--- src/rtl/drum_tumble_controller.sv ---
// ---------------------------------------------------------------------------
// drum_tumble_controller
//
// Drum motor sequencer. Sits between the washing machine cycle controller and
// the motor driver. Starting from IDLE it ramps the commanded speed up to a
// latched target. In tumble mode it runs for run_ticks, ramps down, pauses
// and reverses direction. In spin mode it holds speed until stopped.
// Vibration during spin triggers a rebalance: ramp down, fixed pause, ramp up.
// After too many rebalances it latches a fault.
//
// Ports
//   i_clk                 system clock, rising edge
//   i_reset_n             asynchronous active-low reset
//   i_enable              run request (level)
//   i_mode                00 stop, 01 tumble, 10 spin, 11 stop
//   i_target_rpm          target speed, latched at start
//   i_run_ticks           tumble run ticks per direction (0 acts as 1)
//   i_pause_ticks         tumble pause ticks between directions
//   i_motor_speed_sensor  tachometer RPM
//   i_vibration_sensor    excessive vibration level
//   o_motor_on            motor driver enable
//   o_motor_dir           0 = clockwise, 1 = counter-clockwise
//   o_speed_cmd           commanded RPM
//   o_at_speed            running and sensor within SPEED_TOL of command
//   o_busy                not idle
//   o_fault               rebalance limit exceeded
// ---------------------------------------------------------------------------
module drum_tumble_controller #(
    parameter int TICK_DIV    = 1,
    parameter int RAMP_STEP   = 10,
    parameter int SPEED_TOL   = 10,
    parameter int REBAL_PAUSE = 30,
    parameter int MAX_REBAL   = 3
) (
    input  logic       i_clk,
    input  logic       i_reset_n,
    input  logic       i_enable,
    input  logic [1:0] i_mode,
    input  logic [9:0] i_target_rpm,
    input  logic [7:0] i_run_ticks,
    input  logic [7:0] i_pause_ticks,
    input  logic [9:0] i_motor_speed_sensor,
    input  logic       i_vibration_sensor,
    output logic       o_motor_on,
    output logic       o_motor_dir,
    output logic [9:0] o_speed_cmd,
    output logic       o_at_speed,
    output logic       o_busy,
    output logic       o_fault
);

    localparam int TCW = (TICK_DIV > 1) ? $clog2(TICK_DIV) : 1;
    localparam int VCW = $clog2(MAX_REBAL + 1);

    typedef enum logic [2:0] {
        S_IDLE,
        S_RAMP_UP,
        S_RUN,
        S_RAMP_DOWN,
        S_PAUSE,
        S_FAULT
    } state_t;

    typedef enum logic [1:0] {
        R_STOP,
        R_REVERSE,
        R_REBAL
    } reason_t;

    state_t         r_state,   w_state;
    reason_t        r_reason,  w_reason;
    logic [9:0]     r_speed,   w_speed;
    logic [7:0]     r_phase,   w_phase;
    logic           r_dir,     w_dir;
    logic [VCW-1:0] r_vibCnt,  w_vibCnt;
    logic [9:0]     r_target,  w_target;
    logic [7:0]     r_runTicks, w_runTicks;
    logic [7:0]     r_pauseTicks, w_pauseTicks;
    logic           r_spin,    w_spin;
    logic [TCW-1:0] r_tickCnt;

    logic           w_tick;
    logic [10:0]    w_upSum;
    logic [9:0]     w_upNext;
    logic [9:0]     w_downNext;
    logic [VCW-1:0] w_vibInc;
    logic [9:0]     w_speedDiff;

    // Free-running tick divider; the tick is its terminal count.
    assign w_tick = (r_tickCnt == TCW'(TICK_DIV - 1));

    always_ff @(posedge i_clk or negedge i_reset_n) begin
        if (!i_reset_n) begin
            r_tickCnt <= '0;
        end else if (w_tick) begin
            r_tickCnt <= '0;
        end else begin
            r_tickCnt <= r_tickCnt + TCW'(1);
        end
    end

    // Ramp arithmetic: the up step is one bit wider so it cannot wrap before
    // clamping to the target; the down step saturates at zero.
    assign w_upSum    = {1'b0, r_speed} + 11'(RAMP_STEP);
    assign w_upNext   = (w_upSum >= {1'b0, r_target}) ? r_target : w_upSum[9:0];
    assign w_downNext = (r_speed > 10'(RAMP_STEP)) ? (r_speed - 10'(RAMP_STEP)) : 10'd0;
    assign w_vibInc   = r_vibCnt + VCW'(1);

    always_ff @(posedge i_clk or negedge i_reset_n) begin
        if (!i_reset_n) begin
            r_state      <= S_IDLE;
            r_reason     <= R_STOP;
            r_speed      <= '0;
            r_phase      <= '0;
            r_dir        <= 1'b0;
            r_vibCnt     <= '0;
            r_target     <= '0;
            r_runTicks   <= '0;
            r_pauseTicks <= '0;
            r_spin       <= 1'b0;
        end else begin
            r_state      <= w_state;
            r_reason     <= w_reason;
            r_speed      <= w_speed;
            r_phase      <= w_phase;
            r_dir        <= w_dir;
            r_vibCnt     <= w_vibCnt;
            r_target     <= w_target;
            r_runTicks   <= w_runTicks;
            r_pauseTicks <= w_pauseTicks;
            r_spin       <= w_spin;
        end
    end

    // Stop and vibration react every clock; ramp and phase counters only on
    // ticks. A stop request outranks vibration, so the vibration count is
    // left alone when both arrive together.
    always_comb begin
        w_state      = r_state;
        w_reason     = r_reason;
        w_speed      = r_speed;
        w_phase      = r_phase;
        w_dir        = r_dir;
        w_vibCnt     = r_vibCnt;
        w_target     = r_target;
        w_runTicks   = r_runTicks;
        w_pauseTicks = r_pauseTicks;
        w_spin       = r_spin;

        case (r_state)
            S_IDLE: begin
                if (i_enable && (i_mode == 2'b01 || i_mode == 2'b10) && (i_target_rpm != 10'd0)) begin
                    w_target     = i_target_rpm;
                    w_runTicks   = (i_run_ticks == 8'd0) ? 8'd1 : i_run_ticks;
                    w_pauseTicks = i_pause_ticks;
                    w_spin       = (i_mode == 2'b10);
                    w_vibCnt     = '0;
                    w_dir        = 1'b0;
                    w_speed      = '0;
                    w_state      = S_RAMP_UP;
                end
            end

            S_RAMP_UP, S_RUN: begin
                if (!i_enable) begin
                    w_reason = R_STOP;
                    w_state  = S_RAMP_DOWN;
                end else if (r_spin && i_vibration_sensor) begin
                    w_vibCnt = w_vibInc;
                    if (w_vibInc < VCW'(MAX_REBAL)) begin
                        w_reason = R_REBAL;
                        w_state  = S_RAMP_DOWN;
                    end else begin
                        w_state = S_FAULT;
                        w_speed = '0;
                    end
                end else if (w_tick) begin
                    if (r_state == S_RAMP_UP) begin
                        w_speed = w_upNext;
                        if (w_upNext == r_target) begin
                            w_state = S_RUN;
                            w_phase = r_runTicks;
                        end
                    end else if (!r_spin) begin
                        // Tumble run: leave on the tick that would reach zero.
                        if (r_phase <= 8'd1) begin
                            w_reason = R_REVERSE;
                            w_state  = S_RAMP_DOWN;
                        end else begin
                            w_phase = r_phase - 8'd1;
                        end
                    end
                end
            end

            S_RAMP_DOWN: begin
                if (!i_enable) begin
                    w_reason = R_STOP;
                end
                if (w_tick) begin
                    w_speed = w_downNext;
                    if (w_downNext == 10'd0) begin
                        if (w_reason == R_STOP) begin
                            w_state = S_IDLE;
                        end else begin
                            w_state = S_PAUSE;
                            w_phase = (w_reason == R_REVERSE) ? r_pauseTicks : 8'(REBAL_PAUSE);
                        end
                    end
                end
            end

            S_PAUSE: begin
                if (!i_enable) begin
                    w_state = S_IDLE;
                end else if (w_tick) begin
                    // A zero-length pause also exits on its first tick.
                    if (r_phase <= 8'd1) begin
                        if (r_reason == R_REVERSE) begin
                            w_dir = ~r_dir;
                        end
                        w_state = S_RAMP_UP;
                    end else begin
                        w_phase = r_phase - 8'd1;
                    end
                end
            end

            S_FAULT: begin
                if (!i_enable) begin
                    w_state = S_IDLE;
                end
            end

            default: begin
                w_state = S_IDLE;
            end
        endcase
    end

    assign w_speedDiff = (i_motor_speed_sensor >= r_speed) ? (i_motor_speed_sensor - r_speed)
                                                           : (r_speed - i_motor_speed_sensor);

    assign o_motor_on  = (r_state == S_RAMP_UP) || (r_state == S_RUN) || (r_state == S_RAMP_DOWN);
    assign o_motor_dir = r_dir & ~r_spin;
    assign o_speed_cmd = r_speed;
    assign o_at_speed  = (r_state == S_RUN) && (w_speedDiff <= 10'(SPEED_TOL));
    assign o_busy      = (r_state != S_IDLE);
    assign o_fault     = (r_state == S_FAULT);

endmodule

--- config.mk ---
export PLATFORM = sky130hd
export DESIGN_NAME = drum_tumble_controller
export DESIGN_NICKNAME = d
export VERILOG_FILES = /design/src/rtl/drum_tumble_controller.sv
export SDC_FILE = /design/constraint.sdc
export NUM_CORES = 1
export LEC_CHECK = 0
export ABC_AREA = 1
export BUFFER_PORTS_ARGS = -buffer_cell sky130_fd_sc_hd__buf_2
export CORE_MARGIN = 2
export CORE_UTILIZATION = 54
export DETAILED_ROUTE_END_ITERATION = 12
export GPL_TIMING_DRIVEN = 0
export MAX_ROUTING_LAYER = met4
export PLACE_DENSITY_LB_ADDON = 0.05
export SYNTH_ARGS = -nofsm -noshare
export SYNTH_HDL_FRONTEND = slang
export SYNTH_SLANG_ARGS = --single-unit
--- constraint.sdc ---
create_clock -name i_clk -period 4.76 [get_ports i_clk]
set_clock_uncertainty 0.15 [all_clocks]
set_input_delay 0.714 -clock i_clk [delete_from_list [all_inputs] [get_ports i_clk]]
set_output_delay 0.714 -clock i_clk [all_outputs]
set_load 0.05 [all_outputs]
==> run_results.csv <==
group,metric,value,unit
layout,n_antenna_cell,0,
synthesis,synth_area_leaders,"dfrtp_1 28%, nand2_1 17%, ha_1 9.1%",
placement,dp_hpwl,10300,um
cts,cts_setup_buffers,0,
critical_path,slowest_delay,540,ps
hold_path,hold_class,"in2async",
synthesis,synth_top_cells_by_count,"218 x nand2_1, 78 x inv_1, 53 x dfrtp_1",
layout,drive_above_1_share,0.139,
global_routing,grt_usage,0.277,
cts,clock_latency,310,ps
floorplanning,die_x,98.5,um
synthesis,syn_avg_cell_area,6.71,um2
pwr,cellPowerDensity,696,nW/um2
floorplanning,core,8680,um2
sta,rsz0062_at_grt,"no",
critical_path,worstPathRequired,3900,ps
pwr,pwr-share-clk,0.075,
drt,drtIter0Drc,472,
sta,tightest_slew,603,ps
sta,tns,0,ps
sta,fmax,254,MHz
floorplanning,num_rows,34,
drt,routedWlPerCell,14.5,um
synthesis,synth.cell_area,4820,um2
critical_path,cp_common_cell,"buf_2",
layout,fin_nets,861,
placement,gp_congestion,0.941,
sta,slew_headroom,0.598,
floorplanning,die_y,98.5,um
cts,clockBufferDepth,2,
cts,cts_htree_levels,2,
pwr,power_switching,2.11,mW
critical_path,cp_cell_sequence,"ha_1 > buf_2 > nand4_1 > nor4_1 > a21o_1 > buf_2 > nand2_1 > nand2_1 > nand3_1 > nor2_1 > nand3_1 > nor2_1 > buf_2",
floorplanning,boundaryPins,57,
global_routing,grt_max_degree,54,
layout,fillers,864,
placement,portBuffers,56,
global_routing,grt_pass1_vias,4611,
layout,area_delta_synth_final,11.0,%
flow_run,cap_violations,0,
global_routing,gr-total-overflow,0,
synthesis,yosysWarnings,0,
floorplanning,start_util,0.555,
synthesis,ys_ff_latch,53,
pwr,p_leak,2.80,nW
sta,finalHoldViolCount,0,
pwr,pwr-share-comb,0.702,
synthesis,synth.most_common_cell,"nand2_1",
run_status,status,"completed",
critical_path,slowest_stage,"dfrtp_1",
global_routing,grt_first_pass_wirelength,21500,um
layout,final_area,5350,um2
pwr,netSwitchingFraction,0.566,
synthesis,ys.flop_type,"dfrtp_1",
pwr,ir_worst_vdd,289,uV
critical_path,worstPathMaxFanout,10,
synthesis,yosysUniqueCellTypes,51,
global_routing,antenna_found_initial,0,
cts,cts_sinks,53,
drt,antenna_left,0,
synthesis,async_reset_ff_frac,1.00,
critical_path,startpoint_type,"register",
critical_path,cp.arrival,3080,ps
synthesis,post-synth-top-area-cell,"dfrtp_1",
synthesis,synth_edf_count,0,
drt,routed_wl,12900,um
critical_path,cp-end-kind,"output port",
drt,drc,0,
cts,ctsResizeCount,0,
cts,cts_buffers,5,
pwr,p_int,1.61,mW
placement,dpl_cell_area,5240,um2
critical_path,worstSetupPathType,"reg2out",
sta,maxSlewViolCount,0,
pwr,seq_power_share,0.222,
drt,vias,4999,
synthesis,ys_seq_area_frac,0.275,
synthesis,syn-num-nets,797,
floorplanning,dieArea,9700,um2
sta,setup_viol,0,
sta,fin_crit_sh,0.828,
cts,hold_buffers,0,
cts,cts_root_buffer,"clkbuf_8",
synthesis,synth_top_area_share,0.275,
drt,viasPerCell,5.61,
synthesis,synthCells,718,
drt,first_pass_iters,6,
cts,cts_tree,"yes",
sta,final.min_clock_period,3940,ps
cts,path_clk_slew,110,ps
[power groups by stage]
stage	clock network [mW]	registers, mW	logic, mW
5_1_grt	0.305	0.855	2.93
6_report	0.281	0.828	2.62
3_5_place_dp	0	0.834	2.57
2_1_floorplan	0	0.867	1.92
4_1_cts	0.285	0.824	2.59
3_3_place_gp	0	0.827	2.52
[flip-flops by register name, indices dropped and copies added (netlist names)]
name,cells
r_runTicks,8
r_vibCnt,2
r_pauseTicks,8
r_target,10
r_phase,8
o_speed_cmd,10
r_spin,1
r_state,3
r_dir,1
r_reason,2
[cell type report]
type                            count  area [um2]  share of cell area
Multi-Input combinational cell    556        3060               0.572
Sequential cell                    53        1330               0.248
Inverter                           88         330              0.0617
Timing Repair Buffer               57         300              0.0561
Tap cell                          108         135              0.0253
Buffer                             21         101              0.0189
Clock buffer                        5        68.8              0.0129
Clock inverter                      3        26.3             0.00491
[through the flow]
stage          setup WS (ps)  std cells   util  total power, mW  hold WS (ps)
2_1_floorplan            910        718      -             2.79           268
3_3_place_gp             896        882  0.603             3.35           310
3_5_place_dp             862        882  0.603             3.41           319
4_1_cts                  836        890  0.614             3.70           345
5_1_grt                  414        891  0.616             4.09           257
6_report                 817        891  0.616             3.72           234
[logic make-up after synthesis]
family	share of synthesized area
flip-flops	0.275
AO/OA/AOI/OAI	0.151
adder cells (fa/ha/maj)	0.0992
XOR/XNOR	0.0418
AND/OR/NAND/NOR	0.344
buffers and inverters	0.0896
[worst paths after layout]
check                                     start         endpoint  slack, ps  cells past startpoint
min in group i_clk              r_pauseTicks[0]  r_pauseTicks[0]        350                      2
max in group asynchronous             i_reset_n       r_phase[3]       3640                      2
worst min-delay path                  i_reset_n   o_speed_cmd[2]        230                      1
worst max-delay path             o_speed_cmd[4]       o_at_speed        820                     13
worst max register to register   o_speed_cmd[1]       r_phase[4]        980                     23
worst min register to register  r_pauseTicks[0]  r_pauseTicks[0]        350                      2
[worst max-delay path: cells and delay by family, from the launching register on]
| kind | cells | cell delay, ps |
|---|---|---|
| AO/OA/AOI/OAI | 1 | 180 |
| adder cells (fa/ha/maj) | 1 | 340 |
| buffers and inverters | 3 | 660 |
| flip-flops | 1 | 540 |
| AND/OR/NAND/NOR | 8 | 1020 |
[cell usage in the layout (no fill, tap or decap), types with 2 or more instances in the layout]
cell | Yosys | final
nand2_4 | 3 | 3
clkbuf_1 | 10 | 10
xnor2_1 | 7 | 7
o22ai_1 | 7 | 7
nor2_1 | 48 | 48
o21ai_0 | 49 | 49
ha_1 | 35 | 35
nand3b_1 | 2 | 2
o311ai_0 | 2 | 2
nand4_1 | 16 | 16
clkinv_1 | 2 | 2
xor2_1 | 16 | 16
a21o_1 | 2 | 2
nor2_4 | 3 | 3
a21oi_1 | 27 | 27
nand3_1 | 50 | 50
o21ai_1 | 11 | 11
nand2_1 | 218 | 218
buf_2 | 9 | 65
nor2_2 | 2 | 2
nor3_4 | 2 | 2
o21bai_1 | 2 | 2
inv_2 | 8 | 8
dfrtp_1 | 53 | 53
and3_1 | 3 | 3
clkbuf_8 | 0 | 5
nand2_2 | 8 | 8
nor3_1 | 8 | 8
o21a_1 | 2 | 2
a31oi_1 | 3 | 3
nor4_1 | 5 | 5
clkinvlp_4 | 0 | 2
a22oi_1 | 3 | 3
inv_1 | 78 | 78
o211ai_1 | 2 | 2
fa_1 | 2 | 2
o221ai_1 | 4 | 4
[per-layer routing]
| metal | up-vias | global-route usage | share of wire |
|---|---|---|---|
| li1 | 2503 | - | - |
| met1 | 2291 | 0.390 | 0.47 |
| met2 | 177 | 0.434 | 0.45 |
| met3 | 28 | 0.0291 | 0.065 |
| met4 | 0 | 0.0622 | 0.018 |
| met5 | - | - | 0 |
Power figures use the tool's default switching activity.
